==> src/rtl/reg_loader.sv <==
// reg_loader: streams bytes into consecutive bank registers and verifies each by read-back
module reg_loader #(
   parameter int NUM_REGS  = 4,
   parameter int ADDR_W    = 2,
   parameter int DATA_W    = 8,
   parameter int BASE_ADDR = 0
) (
   input  logic              clk,
   input  logic              reset,
   input  logic              start,
   input  logic              in_valid,
   input  logic [DATA_W-1:0] in_data,
   output logic              in_ready,
   output logic              write_enable,
   output logic [ADDR_W-1:0] write_addr,
   output logic [DATA_W-1:0] write_data,
   output logic [ADDR_W-1:0] rd_addr,
   input  logic [DATA_W-1:0] rd_data,
   output logic              busy,
   output logic              done,
   output logic              err,
   output logic [ADDR_W:0]   count
);
   typedef enum logic [2:0] {IDLE, WAIT, WRITE, VERIFY, DONE} state_t;
   localparam logic [ADDR_W-1:0] BASE = ADDR_W'(BASE_ADDR);
   localparam logic [ADDR_W:0]   LAST = (ADDR_W+1)'(NUM_REGS);
   state_t            state;
   logic [ADDR_W-1:0] ptr;
   logic [DATA_W-1:0] latch;
   always_ff @(posedge clk) begin
      if (reset) begin
         state        <= IDLE;
         ptr          <= BASE;
         latch        <= '0;
         in_ready     <= 1'b0;
         write_enable <= 1'b0;
         write_addr   <= '0;
         write_data   <= '0;
         rd_addr      <= '0;
         busy         <= 1'b0;
         done         <= 1'b0;
         err          <= 1'b0;
         count        <= '0;
      end else begin
         write_enable <= 1'b0;
         case (state)
            IDLE, DONE: if (start) begin
               state    <= WAIT;
               ptr      <= BASE;
               rd_addr  <= BASE;
               count    <= '0;
               err      <= 1'b0;
               done     <= 1'b0;
               busy     <= 1'b1;
               in_ready <= 1'b1;
            end
            WAIT: if (in_valid) begin
               latch        <= in_data;
               write_enable <= 1'b1;
               write_addr   <= ptr;
               write_data   <= in_data;
               in_ready     <= 1'b0;
               state        <= WRITE;
            end
            WRITE: state <= VERIFY;
            VERIFY: begin
               // rd_addr already points at ptr, so rd_data is this register's value
               if (rd_data != latch) err <= 1'b1;
               count <= count + 1'b1;
               if (count + 1'b1 == LAST) begin
                  state <= DONE;
                  busy  <= 1'b0;
                  done  <= 1'b1;
               end else begin
                  ptr      <= ptr + 1'b1;
                  rd_addr  <= ptr + 1'b1;
                  in_ready <= 1'b1;
                  state    <= WAIT;
               end
            end
            default: state <= IDLE;
         endcase
      end
   end
endmodule

==> config.mk <==
export PLATFORM = sky130hd
export DESIGN_NAME = reg_loader
export DESIGN_NICKNAME = d
export VERILOG_FILES = /design/src/rtl/reg_loader.sv
export SDC_FILE = /design/constraint.sdc
export NUM_CORES = 1
export LEC_CHECK = 0
export CORE_MARGIN = 2
export CORE_UTILIZATION = 42
export DETAILED_ROUTE_END_ITERATION = 6
export PLACE_DENSITY = 0.74
export REMOVE_ABC_BUFFERS = 1
export SLEW_MARGIN = 20
export SYNTH_ARGS = -nofsm -noshare
export SYNTH_HDL_FRONTEND = slang
export SYNTH_SLANG_ARGS = --single-unit
==> constraint.sdc <==
create_clock -name clk -period 1.5 [get_ports clk]
set_input_delay 0.3 -clock clk [delete_from_list [all_inputs] [get_ports clk]]
set_output_delay 0.3 -clock clk [all_outputs]
set_load 0.01 [all_outputs]
==> out/results.ini, run 1 <==
[run_status]
outcome = completed

[logic_synthesis]
syn-instance-count = 123
synth-main-ff-cell = dfxtp_1
synth_sequential_area_ratio_pct = 45.38
yosysWarnings = 0
ys_seq_elements = 23
synth-edff-count = 0
syn_area_mm2 = 0.001015
syn_avg_cell_area_um2 = 8.250
yosys.cell_types.count = 29
synth_async_sr_flop_share_pct = 0

[sta]
setup_repair_after_global_routing_missed_its_margin = false
slew_headroom_pct = 83.20
layout_worst_path_cycle_share_pct = 96.71
fmax_ghz = 0.6893
period_minus_slack_ns = 1.451
setup_ws_post_layout_ns = 0.04928
timing_max_transition_violations_final = 0
worst_clock_skew_ns = 0.005049
totalNegativeSetupSlack_ns = 0
timing.hold.ws_ns = 0.4606
setup_viol = 0
tightest_pin_transition_ns = 0.2517
hold_viol_final = 0

[floorplan]
die_area_mm2 = 0.002825
die_w_um = 53.15
io_pins = 40
coreArea_mm2 = 0.002255
dieHeight_um = 53.15
fp-row-count = 17
start_util_pct = 45.01

[global_routing]
track_usage_pct = 17.86
antenna_found_initial = 0
first_global_vias = 952
global_route.overflow_total = 0
grt_pass1_wl_um = 3850
grt_max_degree = 24

[pwr]
design_power_total_w = 0.001219
total_switching_power_w = 0.0003241
ir_worst_vdd_mv = 0.5962
power_frac_seq_pct = 54.9
p_leak_nw = 0.7046
cell_internal_power_w = 0.0008945
relative_contribution_of_the_clock_network_to_total_power_pct = 22.8
fraction_of_power_spent_switching_nets_pct = 26.60
pwr_density_cell_mw_per_mm2 = 795.7
combPwrFrac_pct = 22.3

[worst_setup_path]
setup.worst_path.end_class = output pin
critPathRequiredTime_ns = 1.20
endpoint_arrival_time_on_the_critical_path_ns = 1.15
path_buf_inv = 1
timing.critical_path.max_delay_family = buffers and inverters
cp_slowest_cell = clkdlybuf4s50_1
timing_worst_setup_path_type = flop to output pin
timing.critical_path.cells = clkdlybuf4s50_1
timing.critical_path.slowest_cell_delay_ns = 0.53
worstPathMaxFanout = 1
worst_setup_path_start_kind = flop

[cells_and_area]
syn_to_final_growth_pct = 50.92
antenna_cells = 0
layout.cells.most_common_list = nand2_1, clkdlybuf4s50_1, a21oi_1
regArea_um2 = 469.2
multi_input_comb_area_um2 = 510.5
final_cells = 197
net_count_final = 192
most_common_library_cell_in_the_layout_ignoring_fill_and_taps = nand2_1
post_route_cells_drive_above_1_share_pct = 14.20
fillerInstances = 216

[cts]
clk_pin_slew_worst_paths_ns = 0.12
ctsHtreeMaxLevel = 1
ctsLongestPathBuffers = 2
tritoncts_sinks = 23
clk_root_buffer_cell = clkbuf_4
post_cts_buffers = 0
clk_latency_ns = 0.30
cts_tree = yes
cts_made_buffers = 3

[detailed_routing]
routed-via-count = 973
ant_nets = 0
drt_iter0_markers = 13
drc_errors = 0
drt-vias-per-instance = 4.939
drt_pre_antenna_iters = 4
routedWlPerCell_um = 12.72
totalWireLength_um = 2505

[job]
cap_violations = 0

[place]
placed_cells_incl_taps = 193
last_weighted_congestion_value_of_the_routability_driven_placer = 0.7448
hpwl_um = 1861
place_ws_ns = -0.2679
place.port_buffers = 39

[min_path]
worstHoldPathType = flop to flop

==> through the flow <==
stage,utilization [%],area [um^2]
3_3_place_gp,66.70,1504
6_report,67.92,1531
2_1_floorplan,-,985.9
3_5_place_dp,66.70,1504
5_1_grt,67.92,1531
4_1_cts,67.43,1520
==> routing by layer <==
metal	vias up	global-route usage, %	wire length [um]
met5	-	0	0
met4	0	3.419	0
met3	0	2.542	200
met2	37	34.38	1204
met1	432	20.70	1101
li1	504	-	-
==> area by class of cell <==
type / instances / share of cell area, %
repair buffers: 48 / 30.72
clock inverters: 1 / 0.3268
well taps: 28 / 2.288
multi-input cells: 89 / 33.33
inverters: 5 / 1.225
flip-flops and latches: 23 / 30.64
clock buffers: 3 / 1.471
==> cell families (layout without fill, tap and decap cells) <==
family | after synthesis | in the layout | share of synthesized area (%)
muxes | 1 | 1 | 0.9865
AOI/OAI and AO/OA | 26 | 26 | 14.80
and+or+nand+nor | 52 | 52 | 24.79
DFF | 23 | 23 | 45.38
buffers and inverters | 11 | 57 | 4.686
xor gates and xnor gates | 8 | 8 | 6.904
adders and majority gates | 2 | 2 | 2.466
==> registers in the layout, indices dropped and copies added, names as in the netlist <==
| signal | count |
|---|---|
| count | 3 |
| ptr | 2 |
| write_enable | 1 |
| done | 1 |
| latch | 8 |
| in_ready | 1 |
| busy | 1 |
| err | 1 |
| state | 3 |
| write_addr | 2 |
==> final timing paths <==
path                              start                          to  slack [ns]  depth (start not counted)
min reg2reg  write_addr[1]$_SDFFE_PP0P_  write_addr[1]$_SDFFE_PP0P_        0.46                          2
max             write_enable$_SDFF_PP0_                write_enable        0.05                          1
min          write_addr[1]$_SDFFE_PP0P_  write_addr[1]$_SDFFE_PP0P_        0.46                          2
max reg2reg       state[0]$_SDFFE_PP0P_            err$_SDFFE_PP0P_        0.08                          4
==> synth_stat cells (2+ instances only) <==
library cell	count	area, um^2
a21oi_1	17	85.08
a311oi_1	2	17.52
and3b_1	2	17.52
buf_2	2	10.01
clkbuf_1	3	11.26
dfxtp_1	23	460.4
ha_1	2	25.02
inv_1	5	18.77
nand2_1	23	86.33
nor2_1	12	45.04
nor2b_1	3	18.77
nor3_1	4	20.02
o21ai_0	3	15.01
xnor2_1	4	35.03
xor2_1	4	35.03
==> power by group through the flow <==
| stage | clock, W | sequential (W) | combinational, W |
|---|---|---|---|
| final | 0.000278 | 0.000669 | 0.000271 |
| after CTS | 0.000288 | 0.000669 | 0.000273 |
| after global routing | 0.000310 | 0.000673 | 0.000299 |
| after global placement | 0 | 0.000680 | 0.000277 |
| after detailed placement | 0 | 0.000682 | 0.000283 |
| after floorplan | 0 | 0.000691 | 0.0000995 |
==> timing repair <==
item	in CTS	in global routing
resized for setup	23	4
hold buffers	0	0
endpoints found under the setup margin	16	4
cloned	0	0
endpoints found under the hold margin	0	0
Power figures use the tool's default switching activity.
==> run 2, diff against run 1 <==
--- a/config.mk
+++ b/config.mk
@@ -7,6 +7,7 @@
 export LEC_CHECK = 0
 export CORE_MARGIN = 2
 export CORE_UTILIZATION = 42
+export CTS_CLUSTER_SIZE = 20
 export DETAILED_ROUTE_END_ITERATION = 6
 export PLACE_DENSITY = 0.74
 export REMOVE_ABC_BUFFERS = 1
==> results of run 2 <==
The final DEF is identical to that of run 1; final timing and power are the same.
==> run 3, diff against run 2 <==
--- a/config.mk
+++ b/config.mk
@@ -5,8 +5,9 @@
 export SDC_FILE = /design/constraint.sdc
 export NUM_CORES = 1
 export LEC_CHECK = 0
+export ABC_AREA = 1
 export CORE_MARGIN = 2
-export CORE_UTILIZATION = 42
+export CORE_UTILIZATION = 43
 export CTS_CLUSTER_SIZE = 20
 export DETAILED_ROUTE_END_ITERATION = 6
 export PLACE_DENSITY = 0.74
==> run 3 against run 2 <==
Power is 7.7% higher. Sequential power is 4.0% higher. Register-to-register slack better by 0.13 ns. Via count is 4.9% higher. Global-route usage is 1.4 points higher. Sequential share of layout area is 0.57 points higher. Critical path depth is 5 higher. Non-clock buffer count is 7 lower. Sequential cell count stayed put. Core utilization is 2.4 points lower. Combinational power is 22% higher.
==> out/results.ini, run 3 <==
[pwr]
p_leak_nw = 0.7653
pwr_density_cell_mw_per_mm2 = 880.0
cell_internal_power_w = 0.0009223
combPwrFrac_pct = 25.2
fraction_of_power_spent_switching_nets_pct = 29.73
total_switching_power_w = 0.0003902
power_frac_seq_pct = 53.0
relative_contribution_of_the_clock_network_to_total_power_pct = 21.8
ir_worst_vdd_mv = 0.6946

[cells_and_area]
multi_input_comb_area_um2 = 490.5
post_route_cells_drive_above_1_share_pct = 11.96
fillerInstances = 213
largest_register_ffs = 8
syn_to_final_growth_pct = 40.90
net_count_final = 207
regs_by_ff_count = latch (8), count (3), state (3)
regArea_um2 = 465.4
registers.top_by_ff_count = latch
most_common_library_cell_in_the_layout_ignoring_fill_and_taps = nand2_1
layout.cells.most_common_list = nand2_1, inv_1, nor2_1
antenna_cells = 0

[detailed_routing]
drc_errors = 0
ant_nets = 0
drt-vias-per-instance = 4.816
routed-via-count = 1021
routedWlPerCell_um = 11.75
drt_iter0_markers = 4
drt_pre_antenna_iters = 4
totalWireLength_um = 2492

[sta]
totalNegativeSetupSlack_ns = 0
layout_worst_path_cycle_share_pct = 85.95
worst_clock_skew_ns = 0.003502
fmax_ghz = 0.7756
setup_viol = 0
tightest_pin_transition_ns = 0.3759
setup_ws_post_layout_ns = 0.2108
slew_headroom_pct = 74.91
setup_repair_after_global_routing_missed_its_margin = false
hold_viol_final = 0
period_minus_slack_ns = 1.289
timing_max_transition_violations_final = 0

[global_routing]
global_route.overflow_total = 0
grt_max_degree = 17
first_global_vias = 962
antenna_found_initial = 0
track_usage_pct = 19.28
grt_pass1_wl_um = 3953

[cts]
cts_made_buffers = 3
tritoncts_sinks = 23
clk_root_buffer_cell = clkbuf_4
cts_tree = yes
clk_latency_ns = 0.31
ctsLongestPathBuffers = 2
post_cts_buffers = 0
clk_pin_slew_worst_paths_ns = 0.12
number_of_hold_buffers_added_after_cts = 0
ctsHtreeMaxLevel = 1
ctsResizeCount = 22

[worst_setup_path]
worst_setup_path_endpoint = write_addr[1]$_SDFFE_PP0P_
worst_setup_path_start_kind = flop
endpoint_arrival_time_on_the_critical_path_ns = 1.54
timing_worst_setup_path_type = flop to flop
critPathRequiredTime_ns = 1.75
setup.reg_to_reg.worst_slack_ns = 0.21
timing.critical_path.from = state[0]$_SDFFE_PP0P_
worstPathMaxFanout = 16
timing.rr.end = write_addr[1]$_SDFFE_PP0P_
setup.worst_path.end_class = flop
critical_path.reg2reg.startpoint = state[0]$_SDFFE_PP0P_
worstRegToRegCells = 6

[place]
place.port_buffers = 39
place_ws_ns = 0.03681
hpwl_um = 1875
last_weighted_congestion_value_of_the_routability_driven_placer = 0.7808

[job]
cap_violations = 0

[logic_synthesis]
synth_most_common_cell = nand2_1
syn_area_mm2 = 0.001059
ys_seq_elements = 23
synth_top_area_share_pct = 43.50
synth_async_sr_flop_share_pct = 0
synth-main-ff-cell = dfxtp_1
yosysTopAreaCell = dfxtp_1
syn-instance-count = 142
yosysWarnings = 0
synth-edff-count = 0
synthTopCellsByCount = nand2_1, dfxtp_1, inv_1, nor2_1, o21ai_0
synth_sequential_area_ratio_pct = 43.50
synth_top_area_cells = dfxtp_1, nand2_1, inv_1
syn_avg_cell_area_um2 = 7.454
yosys.cell_types.count = 25

[min_path]
worstHoldPathType = flop to flop

[run_status]
outcome = completed

[floorplan]
io_pins = 40
fp-row-count = 17
coreArea_mm2 = 0.002276
die_area_mm2 = 0.002875
start_util_pct = 46.51
dieHeight_um = 53.62
die_w_um = 53.62

## run 3: cell types whose count changed in the layout (fill, tap and decap cells not counted), sizes merged, moves of 3 or more
cell,previous run,this run
a21oi,17,11
buf,9,2
inv,5,23
nand2,23,30
nor2,13,21
nor2b,3,0
nor3,4,1
o21ai,3,14
xnor2,4,1
## run 3: kinds of logic after synthesis
logic type	after synthesis	synth area share, %
AND/OR/NAND/NOR	57	24.11
XOR/XNOR	4	3.310
buffers and inverters	26	10.17
AO/OA/AOI/OAI	30	16.55
flip-flops	23	43.50
adder cells (fa/ha/maj)	2	2.364
## run 3: per-layer routing
metal | track usage, % | wire (um) | vias up
li1 | - | - | 532
met1 | 22.15 | 1150 | 456
met2 | 35.19 | 1177 | 30
met3 | 3.333 | 135 | 3
met4 | 7.692 | 29 | 0
met5 | 0 | 0 | -
## run 3: stage by stage
stage                     util [%]  area (um^2)  total power [W]  instances  hold WS [ns]
final                        65.53         1491         0.001312        212        0.4575
after global routing         65.53         1491         0.001405        212        0.4768
after detailed placement     64.93         1478         0.001065        208        0.4555
after floorplan                  -         1037        0.0008847        139        0.3624
after CTS                    65.31         1486         0.001328        212        0.4588
after global placement       64.93         1478         0.001054        208        0.4420
## run 3: worst max-delay path: stages (launching register included)
cell and delay [ns]:
dfxtp_1 0.39, inv_1 0.09, nor3_2 0.16, nand2_2 0.21
inv_2 0.17, o21ai_0 0.09, a21oi_1 0.12
## run 3: cell type report
class                   count  area share, %
multi-input cells          93          32.89
flip-flops and latches     23          31.21
repair buffers             41          26.01
inverters                  23          5.789
well taps                  28          2.349
clock buffers               4          1.762
## run 3: power groups by stage
stage / clock network (W) / logic, W / registers [W]
finish: 0.000286 / 0.000331 / 0.000696
floorplan: 0 / 0.000160 / 0.000724
global placement: 0 / 0.000347 / 0.000707
global route: 0.000330 / 0.000370 / 0.000704
CTS: 0.000296 / 0.000335 / 0.000696
detailed placement: 0 / 0.000355 / 0.000709
## run 3: how the worst min path moves through the flow
stage / from / to / depth (start not counted)
3_5_place_dp: busy$_SDFFE_PP0P_ / busy$_SDFFE_PP0P_ / 2
5_1_grt: count[0]$_SDFFE_PP0P_ / count[0]$_SDFFE_PP0P_ / 1
4_1_cts: count[0]$_SDFFE_PP0P_ / count[0]$_SDFFE_PP0P_ / 1
3_3_place_gp: done$_SDFFE_PP0P_ / done$_SDFFE_PP0P_ / 2
2_1_floorplan: reset / ptr[1]$_SDFFE_PP0P_ / 1
6_report: count[0]$_SDFFE_PP0P_ / count[0]$_SDFFE_PP0P_ / 1
